$ cat src/rtl/dmac_multi_channel.sv
// Multi-channel device-to-memory DMA engine: per-channel descriptors, round-robin channel pick, BR/BG bus handshake.
// Optional build macro DMAC_CYCLE_STEAL_EN: release the bus after every word instead of bursting a whole descriptor.
module dmac_multi_channel #(
  parameter  int WORD_SIZE = 16,
  parameter  int NUM_CH    = 4,
  parameter  int LEN_W     = 8,
  localparam int CH_W      = $clog2(NUM_CH)
) (
  input  logic                 clk,
  input  logic                 reset_n,
  input  logic                 cmd_valid,
  output logic                 cmd_ready,
  input  logic [CH_W-1:0]      cmd_ch,
  input  logic [WORD_SIZE-1:0] cmd_addr,
  input  logic [LEN_W-1:0]     cmd_len,
  output logic                 BR,
  input  logic                 BG,
  output logic                 use_bus,
  output logic                 writeMem,
  output logic [WORD_SIZE-1:0] address2Wr,
  output logic [CH_W-1:0]      dev_ch,
  input  logic [WORD_SIZE-1:0] dev_data,
  output logic [WORD_SIZE-1:0] data_out,
  output logic [NUM_CH-1:0]    interrupt,
  input  logic [NUM_CH-1:0]    int_ack
);
  typedef enum logic [1:0] {S_IDLE, S_REQ, S_XFER, S_REL} state_t;

  state_t                             state;
  logic [NUM_CH-1:0]                  busy;
  logic [NUM_CH-1:0][WORD_SIZE-1:0]   ch_addr;
  logic [NUM_CH-1:0][LEN_W-1:0]       ch_len;
  logic [CH_W-1:0]                    cur, rr_ptr, pick, pick_nxt;
  logic [CH_W:0]                      sum;
  logic                               pick_vld, wr, accept;
  logic [NUM_CH-1:0]                  int_set;

  assign cmd_ready  = (int'(cmd_ch) < NUM_CH) && !busy[cmd_ch];
  assign accept     = cmd_valid && cmd_ready;
  // Bus drive follows BG combinationally so a lost grant silences the write in the same cycle.
  assign wr         = (state == S_XFER) && BG;
  assign use_bus    = wr;
  assign writeMem   = wr;
  assign address2Wr = wr ? ch_addr[cur] : '0;
  assign data_out   = wr ? dev_data : '0;
  assign dev_ch     = cur;

  // Lowest offset from rr_ptr wins, so scan from the far end and let nearer hits overwrite.
  always_comb begin
    pick     = rr_ptr;
    pick_vld = 1'b0;
    sum      = '0;
    for (int o = NUM_CH - 1; o >= 0; o--) begin
      sum = {1'b0, rr_ptr} + (CH_W+1)'(o);
      if (sum >= (CH_W+1)'(NUM_CH)) sum = sum - (CH_W+1)'(NUM_CH);
      if (busy[sum[CH_W-1:0]]) begin
        pick     = sum[CH_W-1:0];
        pick_vld = 1'b1;
      end
    end
  end

  assign pick_nxt = (pick == CH_W'(NUM_CH - 1)) ? '0 : pick + 1'b1;

  always_comb begin
    int_set = '0;
    if (accept && cmd_len == '0) int_set[cmd_ch] = 1'b1;
    if (state == S_REL && ch_len[cur] == '0) int_set[cur] = 1'b1;
  end

  always_ff @(posedge clk or negedge reset_n) begin
    if (!reset_n) begin
      state     <= S_IDLE;
      BR        <= 1'b0;
      busy      <= '0;
      ch_addr   <= '0;
      ch_len    <= '0;
      cur       <= '0;
      rr_ptr    <= '0;
      interrupt <= '0;
    end else begin
      interrupt <= (interrupt & ~int_ack) | int_set;
      // Only idle channels accept, and the engine only touches the busy one, so these never collide.
      if (accept) begin
        ch_addr[cmd_ch] <= cmd_addr;
        ch_len[cmd_ch]  <= cmd_len;
        busy[cmd_ch]    <= (cmd_len != '0);
      end
      case (state)
        S_IDLE: if (pick_vld) begin
          cur    <= pick;
          rr_ptr <= pick_nxt;
          BR     <= 1'b1;
          state  <= S_REQ;
        end
        S_REQ: if (BG) state <= S_XFER;
        S_XFER: if (BG) begin
          ch_addr[cur] <= ch_addr[cur] + 1'b1;
          ch_len[cur]  <= ch_len[cur] - 1'b1;
`ifdef DMAC_CYCLE_STEAL_EN
          state <= S_REL;
`else
          if (ch_len[cur] == LEN_W'(1)) state <= S_REL;
`endif
        end
        S_REL: begin
          BR <= 1'b0;
          if (ch_len[cur] == '0) busy[cur] <= 1'b0;
          state <= S_IDLE;
        end
        default: state <= S_IDLE;
      endcase
    end
  end
endmodule

$ cat config.mk
export PLATFORM = sky130hd
export DESIGN_NAME = dmac_multi_channel
export DESIGN_NICKNAME = d
export VERILOG_FILES = /design/src/rtl/dmac_multi_channel.sv
export SDC_FILE = /design/constraint.sdc
export NUM_CORES = 1
export LEC_CHECK = 0
export ABC_AREA = 1
export ABC_CLOCK_PERIOD_IN_PS = 3900
export CAP_MARGIN = 20
export CORE_ASPECT_RATIO = 1.5
export CORE_MARGIN = 3
export CORE_UTILIZATION = 50
export CTS_CLUSTER_SIZE = 16
export DETAILED_ROUTE_END_ITERATION = 10
export GPL_ROUTABILITY_DRIVEN = 0
export PLACE_DENSITY = 0.73
export SETUP_SLACK_MARGIN = 0.05
export SYNTH_ARGS = -nofsm -noshare
export SYNTH_HDL_FRONTEND = slang
export SYNTH_SLANG_ARGS = --single-unit
export TNS_END_PERCENT = 1
$ cat constraint.sdc
create_clock -name clk -period 3.9 [get_ports clk]
set_input_delay 0.39 -clock clk [delete_from_list [all_inputs] [get_ports clk]]
set_output_delay 0.39 -clock clk [all_outputs]
set_load 0.01 [all_outputs]
After elaboration in Yosys (flattened, before gate mapping)
Cells that the tools add are included.

Register bits after elaboration: 111. Bits of input ports: 50. Output and inout port bits: 42. Word-level logic and storage cells: 130.

Add/sub/neg operators: 10. Order comparisons: 12. Equality and inequality tests: 9. Muxes and demuxes: 64. Bitwise operators: 6. Reduce and logical (&&, ||, !) cells: 15.

Operators by type and width (count): 64-bit 2-to-1 mux (3); 64-bit bitwise mux (2); 32-bit 2-to-1 mux (3); 16-bit 2-to-1 mux (5); 32-bit bitwise mux (2); 16-bit demux with 2-bit select (2); 16-bit binary-select mux with 2-bit select (1); 8-bit demux with 2-bit select (2); 2-bit 2-to-1 mux (13); 8-bit 2-to-1 mux (3); 4-bit 2-to-1 mux (5); 2-bit by 3-bit less-than comparator with 1-bit output (second input constant) (6); 16-bit by 1-bit adder with 16-bit output (second input constant) (1); 8-bit binary-select mux with 2-bit select (1); 8-bit logical NOT (2); 1-bit 2-to-1 mux (12); 1-bit binary-select mux with 2-bit select (5); 3-bit >= comparator (second input constant) (3); 4-bit bitwise AND (2); 8-bit by 1-bit == test with 1-bit output (second input constant) (1); 4-bit NOT (2); 4-bit OR (2); 2-bit case mux with 4 select lines (1); 8-bit nonzero test (1); 20 further kinds (36).

Longest topological paths before layout
Depth after elaboration: 11. Mapped depth: 14.

Worst setup path after synthesis
No wires, ideal clock.

Path type: register to register. From: reg cur[1] (netlist: dev_ch[1]). To: reg ch_len[30] in the netlist's numbering. Library setup time: 0.124 ns. Arrival: 1.901 ns. Data required time: 3.776 ns. Slack: 1.875 ns. Stages on the path, launching flop included: 13. Buffers on the path: 1. Clock period less this slack: 2.025 ns. Path through: dfrtp_1 -> buf_6 -> nand2_2 -> inv_2 -> a22oi_1 -> nand2_1 -> inv_1 -> ha_1 -> nand3_2 -> inv_1 -> nand3b_1 -> nand3_1 -> nand2_1.

Word-level cells in the longest chain between the ends: 7.

RTL lines: start, declared (line 33) `logic [CH_W-1:0] cur, rr_ptr, pick, pick_nxt;`; start signal, assigned (line 91) `cur <= pick;`; branches (longest 4 deep; another with 8-bit by 1-bit subtractor with 8-bit output); 32-bit bitwise mux * (line 99) `ch_len[cur] <= ch_len[cur] - 1'b1;`; 32-bit 2-to-1 mux * (line 97) `S_XFER: if (BG) begin`; 32-bit 2-to-1 mux * (line 89) `case (state)`; end signal, assigned by index (line 86) `ch_len[cmd_ch] <= cmd_len;`; end signal, assigned by index (line 99); end, declared (line 32) `logic [NUM_CH-1:0][LEN_W-1:0] ch_len;`.

Every way passes the cells marked *. The select of a mux whose other input is x is not followed. A chain may end at the register's enable or synchronous reset.

Worst setup path after layout
From: reg cur[1] (netlist: dev_ch[1]). To: out address2Wr[15].

Word-level cells in the longest chain between the ends: 3.

RTL lines: 16-bit binary-select mux with 2-bit select (line 44) `assign address2Wr = wr ? ch_addr[cur] : '0;`; 16-bit 2-to-1 mux (not written as such) (line 44); 16-bit 2-to-1 mux (line 44); end, declared (line 20) `output logic [WORD_SIZE-1:0] address2Wr,`.

Every way passes these cells. The select of a mux whose other input is x is not followed.

==> reports/results.md <==
| Metric | This run | Unit |
| --- | --- | --- |
| Final worst-path cycle share | 0.838 | - |
| Dominant cell type by area after synthesis | dfrtp_1 | - |
| Die Y-Extent | 154 | µm |
| Detail Placement HPWL | 14,100 | µm |
| Peak VDD IR | 0.337 | mV |
| Hold buffer count at CTS | 0 | - |
| YS warnings | 0 | - |
| RSZ-0062 raised after global routing | false | - |
| Layout overhead on the synthesized area | 18.4 | % |
| CTS clk-pin slew, worst paths | 0.08 | ns |
| PostCTS Resize Cnt | 0 | - |
| Endpoint of the most critical setup path | address2Wr[15] | - |
| Hold Violations, Final | 0 | - |
| Share of the core filled with cells in the final layout | 0.609 | - |
| Share of async-settable or async-resettable flops after synthesis | 1.00 | - |
| Top cells by area in the synthesized netlist | dfrtp_1 38%, nand2_1 19%, a21oi_1 6.4%, nor2_1 4.8%, inv_1 4.6% | - |
| Worst r2r src | dev_ch[1] | - |
| Final min period | 3.27 | ns |
| Data arrival, critical path | 2.88 | ns |
| Overall track demand over capacity in global routing | 0.271 | - |
| Crit-path max FO | 18 | - |
| Area enclosed by the die boundary | 16,000 | µm² |
| Count of flip-flops with a built-in enable after synthesis | 0 | - |
| Commonest register cell after synthesis | dfrtp_1 | - |
| Clock buffers created by TritonCTS | 9 | - |
| Number of remaining DRC errors | 0 | - |
| Site Rows | 53 | - |
| Skew-Pair Late Insertion Delay | 0.35 | ns |
| Post-synthesis net count | 1,109 | - |
| PnR Total Power | 0.00700 | W |
| Antenna violations before repair | 0 | - |
| Maximum level of the CTS H-tree | 3 | - |
| Kind of critical path | register to output pin | - |
| Worst setup margin | 0.630 | ns |
| Root Buffer Master | clkbuf_16 | - |
| R2R Setup Slk | 1.01 | ns |
| Iteration-0 DRC count of the detailed router | 466 | - |
| Synthesized instance count | 1,052 | - |
| Normalized max-slew margin | 0.258 | - |
| Total clock sinks | 111 | - |
| Wire length of the first global-routing pass | 35,300 | µm |
| Largest net degree at the start of global routing | 63 | - |
| Leakage power of the design | 4.03 | nW |
| Count of nets after finishing | 1,176 | - |
| Mapped cell area | 7270 | µm² |
| Post-synthesis average cell area | 6.91 | µm² |
| Share of the yosys chip area belonging to registers | 0.382 | - |
| CTS max path bufs | 2 | - |
| Power density cells | 813 | nW/µm² |
| Worst-Margin Slew | 1.11 | ns |
| Grt ovf | 0 | - |
| Total of max-cap violations | 0 | - |
| Count of endpoints failing setup in the final report | 0 | - |
| Min-Delay Path Class | input port to asynchronous set/reset pin | - |
| Number of ports placed on the die boundary | 92 | - |
| Total core area | 14,100 | µm² |
| Crit path launch | dev_ch[1] | - |
| Setup total negative slack | 0 | ns |
| Fmax | 306 | MHz |
| Die X | 104 | µm |
| Top-area cell type share of the netlist area | 0.382 | - |
| Synth unique cells | 35 | - |
| Capturing element type of the critical path | output pin | - |
| CP required | 3.51 | ns |
| Most common cell after layout, fill and taps aside | nand2_1 | - |
| Final Max Slew Viols | 0 | - |
| Routed WL per cell | 16.4 | µm |
| Largest clock skew in the final design | 0.0105 | ns |
| Number of cells on the worst reg-to-reg path | 10 | - |
| Reg2Reg Capture Point | ch_len[20] | - |
| CTS tree | done | - |
| Proportion of layout cells with a drive suffix above 1 | 0.0925 | - |
| Result of the run | finished, final reports clean | - |
| Critical Path Source Type | register | - |
| Post-placement worst setup slack | 0.943 | ns |
| Count of buffers inserted at the top-level ports | 91 | - |
| Most frequent cells in the layout | 366 x nand2_1, 111 x dfrtp_1, 93 x a21oi_1 | - |
| Routed via count | 7,246 | - |
| Post-CTS Setup Bufs | 0 | - |
| DR pass1 iterations | 5 | - |
| Antenna diode count | 0 | - |
| Starting density of the core | 0.514 | - |
| Via count of the first global-routing pass | 7,049 | - |
| Flip-flop and latch count after synthesis | 111 | - |
| Post-Route WL | 21,500 | µm |
| Average vias per placed instance | 5.51 | - |
| Antenna-violating nets left | 0 | - |
==> how the worst min path moves through the flow <==
stage | start | endpoint | slack (ns) | cells after the start
after floorplan | reset_n | BR | 0.09 | 0
after global placement | ch_len[14] | ch_len[14] | 0.49 | 2
after detailed placement | ch_addr[14] | ch_addr[14] | 0.49 | 2
after CTS | reset_n | ch_addr[36] | 0.18 | 1
after global routing | reset_n | ch_addr[4] | 0.20 | 1
final | reset_n | ch_addr[4] | 0.14 | 1
==> power by group <==
part           switching (W)  internal [W]
sequential          0.000381       0.00172
clock               0.000433      0.000585
combinational        0.00254       0.00134
total                0.00335       0.00364
==> sequential cells by signal (all words and copies together) (netlist names) <==
register and flops:
BR 1, busy 4, ch_addr 64, ch_len 32, dev_ch 2, interrupt 4
rr_ptr 2, state 2
==> metrics by stage <==
step	std cells	instance area (µm²)	hold slack, ns
after floorplan	1052	7270	0.0944
after global placement	1300	8280	0.492
after detailed placement	1300	8280	0.494
after CTS	1316	8600	0.175
after global routing	1316	8600	0.198
final	1316	8600	0.141
==> worst max-delay path, cell delays in order (launching register included) <==
cell             delay, ns
dfrtp_1               0.69
inv_2                 0.34
nand2_2               0.19
inv_2                 0.15
nand2_1               0.09
nand2_1               0.06
nor3_1                0.36
nor2_1                0.10
clkdlybuf4s50_1       0.54
==> cell type report <==
class | instances | area [µm²]
multi-input cells | 787 | 3830
flip-flops and latches | 111 | 2780
clock inverters | 4 | 76.3
fillers | 1339 | 5520
well taps | 192 | 240
repair buffers | 106 | 1030
clock buffers | 12 | 246
inverters | 104 | 393
==> per-layer routing <==
metal	wire length (µm)	global-route usage	share of wire	up-vias
met5	0	0	0	-
met4	526	0.105	0.024	0
met3	1440	0.0365	0.067	47
met2	10800	0.473	0.50	286
met1	8750	0.340	0.41	3396
li1	-	-	-	3517
==> cell families (layout without fill, tap and decap cells) <==
group	count (synthesis)	after routing	share of synthesized area
simple gates	590	590	0.356
compound gates	180	180	0.140
buf+inv	154	226	0.0921
flops	111	111	0.382
xor+xnor	10	10	0.0172
fa+ha+maj	7	7	0.0121
==> synthesized netlist by cell type (3+ instances only) <==
cell      instances
nand2_1         366
dfrtp_1         111
a21oi_1          93
nor2_1           92
inv_1            89
nand3_1          62
o211ai_1         37
o21ai_0          35
clkbuf_1         23
buf_2            17
nand2_2          16
nand4_1          16
inv_2            14
nor2_4           12
nor2_2            9
a22oi_1           7
ha_1              7
nand3_2           7
buf_6             6
xor2_1            5
o21ai_1           4
xor2_2            4
buf_4             3
Power figures use the tool's default switching activity.
